===== src/rtl/rv_fetch_pkg.sv =====
// Shared fetch-stage definitions: architectural widths, bubble encoding and FSM states.
package rv_fetch_pkg;

    localparam int XLEN = 64;
    localparam int ILEN = 32;

    // addi x0,x0,0 -- the canonical RISC-V no-op used as a pipeline bubble
    localparam logic [ILEN-1:0] NOP_INSTR = 32'h0000_0013;

    typedef enum logic {
        FETCH_RUN  = 1'b0,
        FETCH_HALT = 1'b1
    } fetch_state_e;

endpackage


===== src/rtl/ifid_reg.sv =====
// IF/ID pipeline register: loads a fetched instruction, inserts a bubble, or holds.
module ifid_reg
    import rv_fetch_pkg::*;
#(
    parameter logic [ILEN-1:0] NOP_INSTR = rv_fetch_pkg::NOP_INSTR
) (
    input  logic            clk,
    input  logic            rst_n,
    input  logic            load,
    input  logic            bubble,
    input  logic [XLEN-1:0] pc_d,
    input  logic [ILEN-1:0] instr_d,
    output logic [XLEN-1:0] ifid_pc,
    output logic [ILEN-1:0] ifid_instr,
    output logic            ifid_valid
);

    // Bubble wins over load; ifid_pc keeps its last value under a bubble
    always_ff @(posedge clk or negedge rst_n) begin
        if (!rst_n) begin
            ifid_pc    <= '0;
            ifid_instr <= NOP_INSTR;
            ifid_valid <= 1'b0;
        end else if (bubble) begin
            ifid_instr <= NOP_INSTR;
            ifid_valid <= 1'b0;
        end else if (load) begin
            ifid_pc    <= pc_d;
            ifid_instr <= instr_d;
            ifid_valid <= 1'b1;
        end
    end

endmodule


===== src/rtl/pc_fetch_unit.sv =====
// Fetch stage: PC register, redirect/stall/flush sequencing and a sticky error halt.
module pc_fetch_unit
    import rv_fetch_pkg::*;
#(
    parameter logic [XLEN-1:0] RESET_PC  = '0,
    parameter int unsigned     MEM_WORDS = 151,
    parameter logic [ILEN-1:0] NOP_INSTR = rv_fetch_pkg::NOP_INSTR
) (
    input  logic            clk,
    input  logic            rst_n,
    input  logic            stall,
    input  logic            flush,
    input  logic            redirect,
    input  logic [XLEN-1:0] redirect_target,
    output logic [XLEN-1:0] pc_out,
    input  logic [ILEN-1:0] instr_in,
    output logic [XLEN-1:0] ifid_pc,
    output logic [ILEN-1:0] ifid_instr,
    output logic            ifid_valid,
    output logic            halted,
    output logic            err_misaligned,
    output logic            err_range
);

    // Full-width byte limit so a huge PC can never alias into the memory
    localparam logic [XLEN-1:0] FETCH_LIMIT = XLEN'(MEM_WORDS) * XLEN'(4);

    fetch_state_e    state, state_n;
    logic [XLEN-1:0] pc, pc_n;
    logic            mis_q, mis_n;
    logic            rng_q, rng_n;
    logic            load, bubble;

    always_ff @(posedge clk or negedge rst_n) begin
        if (!rst_n) begin
            state <= FETCH_RUN;
            pc    <= RESET_PC;
            mis_q <= 1'b0;
            rng_q <= 1'b0;
        end else begin
            state <= state_n;
            pc    <= pc_n;
            mis_q <= mis_n;
            rng_q <= rng_n;
        end
    end

    always_comb begin
        state_n = state;
        pc_n    = pc;
        mis_n   = mis_q;
        rng_n   = rng_q;
        load    = 1'b0;
        bubble  = 1'b0;
        case (state)
            FETCH_RUN: begin
                if (redirect && (redirect_target[1:0] != 2'b00)) begin
                    state_n = FETCH_HALT;
                    mis_n   = 1'b1;
                    bubble  = 1'b1;
                end else if (redirect) begin
                    pc_n   = redirect_target;
                    bubble = 1'b1;
                end else if (pc >= FETCH_LIMIT) begin
                    state_n = FETCH_HALT;
                    rng_n   = 1'b1;
                    bubble  = 1'b1;
                end else if (stall) begin
                    // A flush during a stall still kills the held slot
                    bubble = flush;
                end else if (flush) begin
                    pc_n   = pc + XLEN'(4);
                    bubble = 1'b1;
                end else begin
                    pc_n = pc + XLEN'(4);
                    load = 1'b1;
                end
            end
            FETCH_HALT: begin
                bubble = 1'b1;
            end
            default: begin
                state_n = FETCH_HALT;
                bubble  = 1'b1;
            end
        endcase
    end

    ifid_reg #(
        .NOP_INSTR (NOP_INSTR)
    ) u_ifid (
        .clk        (clk),
        .rst_n      (rst_n),
        .load       (load),
        .bubble     (bubble),
        .pc_d       (pc),
        .instr_d    (instr_in),
        .ifid_pc    (ifid_pc),
        .ifid_instr (ifid_instr),
        .ifid_valid (ifid_valid)
    );

    assign pc_out         = pc;
    assign halted         = (state == FETCH_HALT);
    assign err_misaligned = mis_q;
    assign err_range      = rng_q;

endmodule

===== config.mk =====
export PLATFORM = sky130hd
export DESIGN_NAME = pc_fetch_unit
export DESIGN_NICKNAME = d
export VERILOG_FILES = /design/src/rtl/rv_fetch_pkg.sv /design/src/rtl/ifid_reg.sv /design/src/rtl/pc_fetch_unit.sv
export SDC_FILE = /design/constraint.sdc
export NUM_CORES = 1
export LEC_CHECK = 0
export BUFFER_PORTS_ARGS = -buffer_cell sky130_fd_sc_hd__buf_2
export CAP_MARGIN = 30
export CORE_MARGIN = 10
export CORE_UTILIZATION = 44
export DETAILED_ROUTE_END_ITERATION = 16
export PLACE_DENSITY = 0.76
export SYNTH_ARGS = -nofsm -noshare
export SYNTH_HDL_FRONTEND = slang
export SYNTH_SLANG_ARGS = --single-unit
export TNS_END_PERCENT = 30

===== constraint.sdc =====
create_clock -name clk -period 2.41 [get_ports clk]
set_input_delay 0.1205 -clock clk [delete_from_list [all_inputs] [get_ports clk]]
set_output_delay 0.1205 -clock clk [all_outputs]
set_load 0.01 [all_outputs]

==> impl_metrics.json, run 1 <==
{
  "synth.distinct_cells": 53,
  "htreeDepth": 4,
  "totalNegativeSetupSlack_ns": 0,
  "cts_tree": "built",
  "clkTransAtPathRegs_ns": 0.06,
  "ir_drop_mv": 0.604,
  "fin_util_pct": 65.3,
  "vias_per_cell": 5.28,
  "cp_data_arrival_time_ns": 2.63,
  "async_reset_ff_share_pct": 100,
  "slew_viol_final": 0,
  "grt_pass1_vias": 6807,
  "reg2reg_slack_ns": 0.08,
  "cts_sinks": 164,
  "via_count": 6699,
  "crit_cells": 7,
  "cp-endpoint": "pc_out[3]",
  "syn_area_sq_um": 6950,
  "fmax_ghz": 0.430,
  "synth_area_per_cell_sq_um": 10.0,
  "cp.required_ns": 2.72,
  "chipWidth_microns": 146,
  "hold_path_class": "in2reg",
  "critPathCaptureType": "flop",
  "start_util_pct": 45.2,
  "grt_pass1_wl_microns": 38400,
  "synth_nets": 797,
  "core_area_sq_um": 15400,
  "worst_setup_path_start_kind": "flop",
  "path_buf_inv": 1,
  "cts-buffers-inserted": 17,
  "setup_viol": 0,
  "layout.cells.non_filler": 1268,
  "synthCells": 695,
  "r2r-end": "pc_out[3]",
  "fin_ws_ns": 0.0826,
  "antenna_found_initial": 8,
  "synth-seq-cells": 164,
  "hold_viol_final": 0,
  "num_io_pins": 265,
  "slowest_stage": "dfrtp_1",
  "worst-setup-path-type": "reg2reg",
  "placedCellCount": 1167,
  "critPathMaxStageDelay_ns": 0.38,
  "die_area_sq_um": 21200,
  "cts_setup_buffers": 0,
  "status": "finished clean",
  "gr-total-overflow": 0,
  "final.min_clock_period_ns": 2.33,
  "drive_gt1_share_pct": 34.4,
  "ys_seq_area_share_pct": 59.1,
  "worstSetupStartpoint": "pc_out[2]",
  "wl_microns": 24400,
  "pre_cts_ws_ns": 0.104,
  "maxCapViolations": 0,
  "gp_congestion": 0.888,
  "ant_nets": 0,
  "leakagePower_nw": 5.21,
  "cp_top_family": "compound AO/OA/AOI/OAI gates",
  "drt_iter0_markers": 505,
  "rsz0062_at_grt": "no",
  "grt_max_degree": 65,
  "tightest_slew_ns": 0.518,
  "clock-root-buffer": "clkbuf_16",
  "post-route-period-util_pct": 96.6,
  "layout.cells.most_common_list": "263 x buf_2, 161 x dfrtp_1, 129 x nand2_1",
  "final_common_cell": "buf_2",
  "skew_ns": 0.00949,
  "wl_per_cell_microns": 19.2,
  "finalPower_mw": 5.95,
  "area_delta_synth_final_pct": 44.3,
  "dr.pass1.iters": 5,
  "insertion_delay_ns": 0.43,
  "cts.path.max_buffers": 2,
  "ys.flop_type": "dfrtp_1",
  "synth-edff-count": 0,
  "rows": 45,
  "yosys_warnings": 0,
  "slew_headroom_pct": 65.4,
  "die_h_microns": 146,
  "path_cells": "ha_1 -> a21o_1 -> a211o_1 -> a211oi_4 -> buf_4 -> a31o_2 -> mux2_2",
  "grt_use_total_pct": 22.5,
  "r2r_start": "pc_out[2]",
  "io_buffers": 264,
  "ff2ff_path_depth": 7,
  "power.density_nw_per_um2": 593,
  "dpl.hpwl_microns": 17100,
  "drc": 0,
  "layout.nets": 1143,
  "cp_max_fo": 6
}
registers in the layout, indices dropped and copies added (netlist names):
signal and flops:
err_misaligned 1, pc_out 64, err_range 1, u_ifid.ifid_instr 32, u_ifid.ifid_pc 64, halted 1
u_ifid.ifid_valid 1
routing by layer:
layer  wire, microns  vias up  GRT usage [%]  part of all wire [%]
met4             624        6           8.34                   2.6
li1                -     3130              -                     -
met1            9320     3211           25.7                    38
met5              41        -              0                  0.17
met3            2090       53           8.07                   8.6
met2           12300      299           37.9                    50
cell families (layout without fill, tap and decap cells):
kind of cell / count (synthesis) / in the layout / synth area share (%)
simple gates: 352 / 352 / 24.7
flops: 164 / 164 / 59.1
compound gates: 113 / 113 / 10.5
buf+inv: 52 / 410 / 3.06
mux: 13 / 13 / 2.43
fa+ha+maj: 1 / 1 / 0.180
other cells: 0 / 4 / 0
layout make-up:
class                      instances  area [sq um]
clock buffer                      23           488
tap                              211           264
timing repair buffer             370          2360
multi-input combinational        479          2670
antenna                            4          10.0
fill                            1266          5340
clock inverter                     8           100
sequential                       164          4110
inverter                           9          33.8
timing repair:
item / in CTS / in global routing
hold endpoints to repair: 108 / 0
resized for setup: 0 / 1
endpoints found under the setup margin: 0 / 5
hold buffers: 66 / 0
cells in the mapped netlist (2+ instances only):
cell,n,area share [%]
mux2_4,6,1.3
and3_1,2,0.18
buf_2,5,0.36
nand2b_1,2,0.18
a31oi_1,2,0.18
o21bai_1,3,0.32
dfrtp_1,161,58
a22oi_1,3,0.32
and2_1,59,5.3
clkbuf_1,33,1.8
o2111a_1,2,0.32
a22o_1,2,0.25
o211ai_1,4,0.43
nor3_1,14,1.0
nor2_1,40,2.2
o41ai_1,2,0.25
mux2_2,7,1.1
nor2b_1,2,0.18
nand3_1,54,3.9
nand4_1,19,1.7
nand2_1,129,7.0
or3_1,3,0.27
dfstp_2,3,1.1
inv_1,8,0.43
o32ai_1,5,0.63
nor4_1,20,1.8
or2_2,2,0.18
and4_1,3,0.38
a21oi_1,46,3.3
a21o_1,2,0.22
o31ai_1,3,0.32
o21ai_0,12,0.86
o221ai_1,2,0.25
buf_1,3,0.16
a31o_2,3,0.38
o22ai_1,12,1.1
stage by stage:
stage / hold slack, ns / area, sq um
finish: 0.0172 / 10000
global route: 0.0234 / 10000
CTS: 0.00292 / 10000
detailed placement: 0.0754 / 8770
global placement: 0.0729 / 8770
floorplan: -0.175 / 6950
how the worst min path moves through the flow:
stage | cells past startpoint | startpoint | end | slack, ns
3_5_place_dp | 1 | rst_n | u_ifid.ifid_pc[27] | 0.08
4_1_cts | 3 | redirect_target[46] | pc_out[46] | 0.003
5_1_grt | 3 | redirect_target[46] | pc_out[46] | 0.02
6_report | 3 | redirect_target[39] | pc_out[39] | 0.02
3_3_place_gp | 1 | rst_n | u_ifid.ifid_pc[31] | 0.07
2_1_floorplan | 0 | rst_n | err_misaligned | -0.18
where the power goes:
part,internal (mW),leakage [nW],switching [mW]
Sequential,2.79,2.19,0.0357
Clock,1.63,0.277,1.08
Combinational,0.209,2.74,0.211
tightest hold or removal path, delay by kind of cell:
family,cells,cell delay (ns)
buffers and inverters,1,0.08
AO/OA/AOI/OAI,2,0.20
Power figures use the tool's default switching activity.
==> inputs of run 2 (changes only) <==
- CELL_PAD_IN_SITES_DETAIL_PLACEMENT: default -> 2
- CELL_PAD_IN_SITES_GLOBAL_PLACEMENT: default -> 2
- CORE_UTILIZATION: 44 -> 26
- PLACE_DENSITY: 0.76 -> default
- PLACE_DENSITY_LB_ADDON: default -> 0.1
==> impl_metrics.json, run 2 (synthesis gave the netlist of run 1 again) <==
{
  "status": "finished clean",
  "crit_cells": 7,
  "worst-setup-path-type": "reg2reg",
  "r2r-end": "pc_out[3]",
  "regArea_sq_um": 4110,
  "cts_setup_buffers": 0,
  "wl_per_cell_microns": 21.1,
  "hold_viol_final": 0,
  "clkTransAtPathRegs_ns": 0.08,
  "ir_drop_mv": 0.462,
  "insertion_delay_ns": 0.43,
  "rsz0062_at_grt": "no",
  "r2r_start": "pc_out[2]",
  "cts_tree": "built",
  "cts_sinks": 164,
  "dr.pass1.iters": 4,
  "finalPower_mw": 6.10,
  "layout.cells.most_common_list": "263 x buf_2, 161 x dfrtp_1, 129 x nand2_1",
  "worstSetupStartpoint": "pc_out[2]",
  "slew_viol_final": 0,
  "dpl.hpwl_microns": 21600,
  "reg2reg_slack_ns": 0.12,
  "drc": 0,
  "totalNegativeSetupSlack_ns": 0,
  "final.min_clock_period_ns": 2.29,
  "power.density_nw_per_um2": 594,
  "cp.required_ns": 2.72,
  "hold_path_class": "in2reg",
  "tightest_slew_ns": 0.551,
  "cp_max_fo": 9,
  "maxCapViolations": 0,
  "layout.nets": 1155,
  "cp_data_arrival_time_ns": 2.61,
  "cts-buffers-inserted": 17,
  "htreeDepth": 4,
  "grt_use_total_pct": 17.6,
  "setup_viol": 0,
  "gr-total-overflow": 0,
  "slowest_stage": "dfrtp_1",
  "vias_per_cell": 4.78,
  "post-route-period-util_pct": 95.1,
  "grt_pass1_vias": 7624,
  "grt.busiest_layer": "met2",
  "final_common_cell": "buf_2",
  "critPathMaxStageDelay_ns": 0.38,
  "grt_pass1_wl_microns": 46600,
  "ant_nets": 0,
  "multi_input_area_sq_um": 2670,
  "use_met3_pct": 6.74,
  "grt_use_met1_pct": 21.3,
  "cts.path.max_buffers": 2,
  "rows": 59,
  "path_cells": "ha_1 -> a21o_1 -> a211o_1 -> a211oi_4 -> buf_4 -> a31o_2 -> mux2_2",
  "slew_headroom_pct": 63.3,
  "die_area_sq_um": 33700,
  "fmax_ghz": 0.436,
  "antenna_found_initial": 6,
  "drt_iter0_markers": 383,
  "skew_ns": 0.0116,
  "core_area_sq_um": 26200,
  "gp_congestion": 0.776,
  "via_count": 6714,
  "wl_microns": 29700,
  "leakagePower_nw": 5.29,
  "worst_setup_path_start_kind": "flop",
  "cp_top_family": "compound AO/OA/AOI/OAI gates",
  "area_delta_synth_final_pct": 47.8,
  "cp-endpoint": "pc_out[3]",
  "chipWidth_microns": 184,
  "io_buffers": 264,
  "num-fill-cells": 2883,
  "critPathCaptureType": "flop",
  "gr-usage-met2_pct": 29.4,
  "die_h_microns": 184,
  "path_buf_inv": 1,
  "grt_max_degree": 65,
  "drive_gt1_share_pct": 35.7,
  "clock-root-buffer": "clkbuf_16",
  "start_util_pct": 26.5,
  "ff2ff_path_depth": 7,
  "num_io_pins": 265
}
[run 2: cell types whose count changed in the layout (fill, tap and decap cells not counted), moves of 4 or more]
cell,previous run,this run
inv_8,0,5
dlygate4sd3_1,66,62
buf_4,34,51
clkbuf_8,4,0
[run 2: worst min path at each step]
stage	depth (start not counted)	slack (ns)	startpoint	endpoint
after CTS	3	0.0005	redirect_target[30]	pc_out[30]
after detailed placement	1	0.12	rst_n	pc_out[37]
after global placement	1	0.12	rst_n	pc_out[37]
final	3	0.01	redirect_target[34]	pc_out[34]
after floorplan	0	-0.18	rst_n	err_misaligned
after global routing	3	0.004	redirect_target[55]	pc_out[55]
[run 2: metal layers]
metal,share of wire [%],vias to the layer above,routed length (microns)
met4,0.93,4,277
met2,49,178,14400
met3,7.8,20,2300
met1,43,3364,12700
met5,0.088,-,26
li1,-,3148,-
[run 2: what timing repair did]
item	4_1_cts	5_1_grt
endpoints found under the hold margin	107	0
hold buffers	62	0
gates resized for setup	1	0
gates cloned	0	0
setup endpoints to repair	1	1
pin swaps	0	1
[run 2: through the flow]
| stage | utilization, % | area, sq um | cells | hold slack, ns | setup WS, ns |
|---|---|---|---|---|---|
| floorplan | - | 6950 | 695 | -0.175 | 0.0901 |
| CTS | 39.2 | 10300 | 1401 | 0.000507 | 0.0639 |
| finish | 39.2 | 10300 | 1406 | 0.00957 | 0.118 |
| detailed placement | 34.5 | 9030 | 1307 | 0.121 | 0.000767 |
| global route | 39.2 | 10300 | 1404 | 0.00374 | 0.0158 |
| global placement | 34.5 | 9030 | 1307 | 0.117 | 0.0678 |
[run 2: worst register-to-register path, stage by stage, from the launching register on]
cell and delay, ns:
dfrtp_1 0.38, ha_1 0.23, a21o_1 0.19, a211o_1 0.32
a211oi_4 0.30, buf_4 0.21, a31o_2 0.21, mux2_2 0.34
[run 2: final cells by class]
class,count,area share [%]
Sequential cell,164,40.0
Multi-Input combinational cell,479,25.9
Timing Repair Buffer,382,23.6
Clock buffer,17,4.14
Tap cell,335,4.08
Clock inverter,15,1.81
Inverter,9,0.329
Antenna cell,5,0.122
[run 2: power by group]
group          total, mW  internal, mW  switching (mW)
combinational      0.446         0.217           0.229
clock               2.84          1.50            1.34
sequential          2.82          2.78          0.0342
total               6.10          4.50            1.61
==> inputs of run 3 (changes only) <==
- PLACE_DENSITY: default -> 0.87
- PLACE_DENSITY_LB_ADDON: 0.1 -> default
==> impl_metrics.json, run 3 (synthesis gave the netlist of run 1 again) <==
{
  "status": "finished clean",
  "cts_tree": "built",
  "ant_nets": 0,
  "worst_setup_path_start_kind": "flop",
  "power.density_nw_per_um2": 623,
  "cp.required_ns": 2.71,
  "num_io_pins": 265,
  "pwr-share-comb_pct": 6.8,
  "layout.cells.most_common_list": "263 x buf_2, 161 x dfrtp_1, 129 x nand2_1",
  "p_int_mw": 4.93,
  "worstHoldStart": "redirect_target[56]",
  "grt_use_total_pct": 19.1,
  "maxCapViolations": 0,
  "layout.cells.non_filler": 1395,
  "wl_per_cell_microns": 23.1,
  "grt.busiest_layer": "met2",
  "cp_max_fo": 4,
  "hold_viol_final": 0,
  "holdPathEnd": "pc_out[56]",
  "slew_viol_final": 0,
  "whs_path_depth": 3,
  "chipWidth_microns": 184,
  "skew_ns": 0.0234,
  "gr-usage-met2_pct": 34.3,
  "clock-root-buffer": "clkbuf_16",
  "layout.nets": 1145,
  "die_h_microns": 184,
  "ff2ff_path_depth": 7,
  "io_buffers": 264,
  "fmax_ghz": 0.425,
  "grt_pass1_wl_microns": 49500,
  "setup_viol": 0,
  "die_area_sq_um": 33700,
  "final_common_cell": "buf_2",
  "dr.pass1.iters": 4,
  "dpl.hpwl_microns": 22400,
  "grt_use_met1_pct": 20.8,
  "gr-total-overflow": 0,
  "drive_gt1_share_pct": 35.5,
  "cts_sinks": 164,
  "worst-setup-path-type": "reg2reg",
  "seqPwrFrac_pct": 44.1,
  "fin_util_pct": 39.2,
  "cts.path.max_buffers": 2,
  "htreeDepth": 4,
  "cts_setup_buffers": 0,
  "ir_drop_mv": 0.351,
  "r2r_start": "pc_out[54]",
  "clkTransAtPathRegs_ns": 0.07,
  "critPathCaptureType": "flop",
  "area_delta_synth_final_pct": 47.8,
  "use_met3_pct": 5.83,
  "reg2reg_slack_ns": 0.05,
  "wl_microns": 32200,
  "tightest_slew_ns": 0.557,
  "start_util_pct": 26.5,
  "p_clk_share_pct": 49.1,
  "r2r-end": "pc_out[2]",
  "core_area_sq_um": 26200,
  "grt_pass1_vias": 7940,
  "power.net_switching_mw": 1.47,
  "final.min_clock_period_ns": 2.36,
  "slew_headroom_pct": 62.4,
  "drt_iter0_markers": 351,
  "drc": 0,
  "p_sw_share_pct": 23.0,
  "insertion_delay_ns": 0.43,
  "hold_path_class": "in2reg",
  "leakagePower_nw": 5.26,
  "finalPower_mw": 6.40,
  "vias_per_cell": 4.96,
  "post-route-period-util_pct": 97.7,
  "rows": 59,
  "cp_data_arrival_time_ns": 2.65,
  "gp_congestion": 0.821,
  "placedCellCount": 1298,
  "via_count": 6920,
  "cts-buffers-inserted": 17,
  "grt_max_degree": 65,
  "antenna_found_initial": 9,
  "rsz0062_at_grt": "yes"
}
## run 3: cell types whose count changed in the layout (fill, tap and decap cells not counted), sizes merged
cell,before,now
diode,5,6
buf,320,311
inv,17,11
bufinv,1,6
clkbuf,17,18
clkinv,5,3
dlygate4sd3,62,61
## run 3: routing by layer
layer / vias up / routed length [microns]
li1: 3129 / -
met1: 3556 / 12100
met5: - / 33
met3: 34 / 2200
met2: 195 / 17400
met4: 6 / 452
## run 3: power by group through the flow
stage          Sequential, mW  Combinational (mW)  Clock (mW)
3_5_place_dp             2.87               0.352           0
5_1_grt                  2.83               0.477        3.34
6_report                 2.82               0.437        3.14
2_1_floorplan            2.88              0.0840           0
4_1_cts                  2.82               0.431        3.21
3_3_place_gp             2.87               0.340           0
## run 3: worst max-delay path by stage
| stage | from | end | slack (ns) | cells after the start |
|---|---|---|---|---|
| after floorplan | pc_out[2] | pc_out[2] | 0.09 | 7 |
| after global placement | pc_out[42] | u_ifid.ifid_pc[6] | 0.10 | 7 |
| after detailed placement | pc_out[54] | pc_out[4] | 0.04 | 7 |
| after CTS | pc_out[54] | pc_out[4] | 0.02 | 7 |
| after global routing | pc_out[42] | pc_out[2] | -0.03 | 7 |
| final | pc_out[54] | pc_out[2] | 0.05 | 7 |
## run 3: critical path: stages, from the launching register on
cell and delay (ns):
dfrtp_1 0.41, nor4_2 0.42, nand4_1 0.18, buf_4 0.18, a211oi_4 0.31, buf_4 0.19
a31o_2 0.19, mux2_2 0.34
## run 3: cell type report
class                   count  area [sq um]
clock buffers              18           429
repair buffers            372          2350
multi-input cells         479          2690
flip-flops and latches    164          4110
clock inverters            12           228
diodes                      6          15.0
well taps                 335           419
inverters                   9          33.8
fillers                  2820         15900
## run 3: timing repair
| action | in CTS | in global routing |
|---|---|---|
| gates resized for setup | 0 | 6 |
| hold endpoints to repair | 106 | 0 |
| setup endpoints to repair | 0 | 54 |
| hold buffers | 61 | 0 |
## run 3: metrics by stage
step / setup TNS (ns) / setup slack [ns] / hold WS (ns) / cell area, sq um
floorplan: 0 / 0.0901 / -0.175 / 6950
global route: -0.0742 / -0.0331 / 0.0243 / 10300
global placement: 0 / 0.105 / 0.101 / 8960
detailed placement: 0 / 0.0414 / 0.111 / 8960
CTS: 0 / 0.0155 / 0.00157 / 10200
finish: 0 / 0.0549 / 0.0172 / 10300
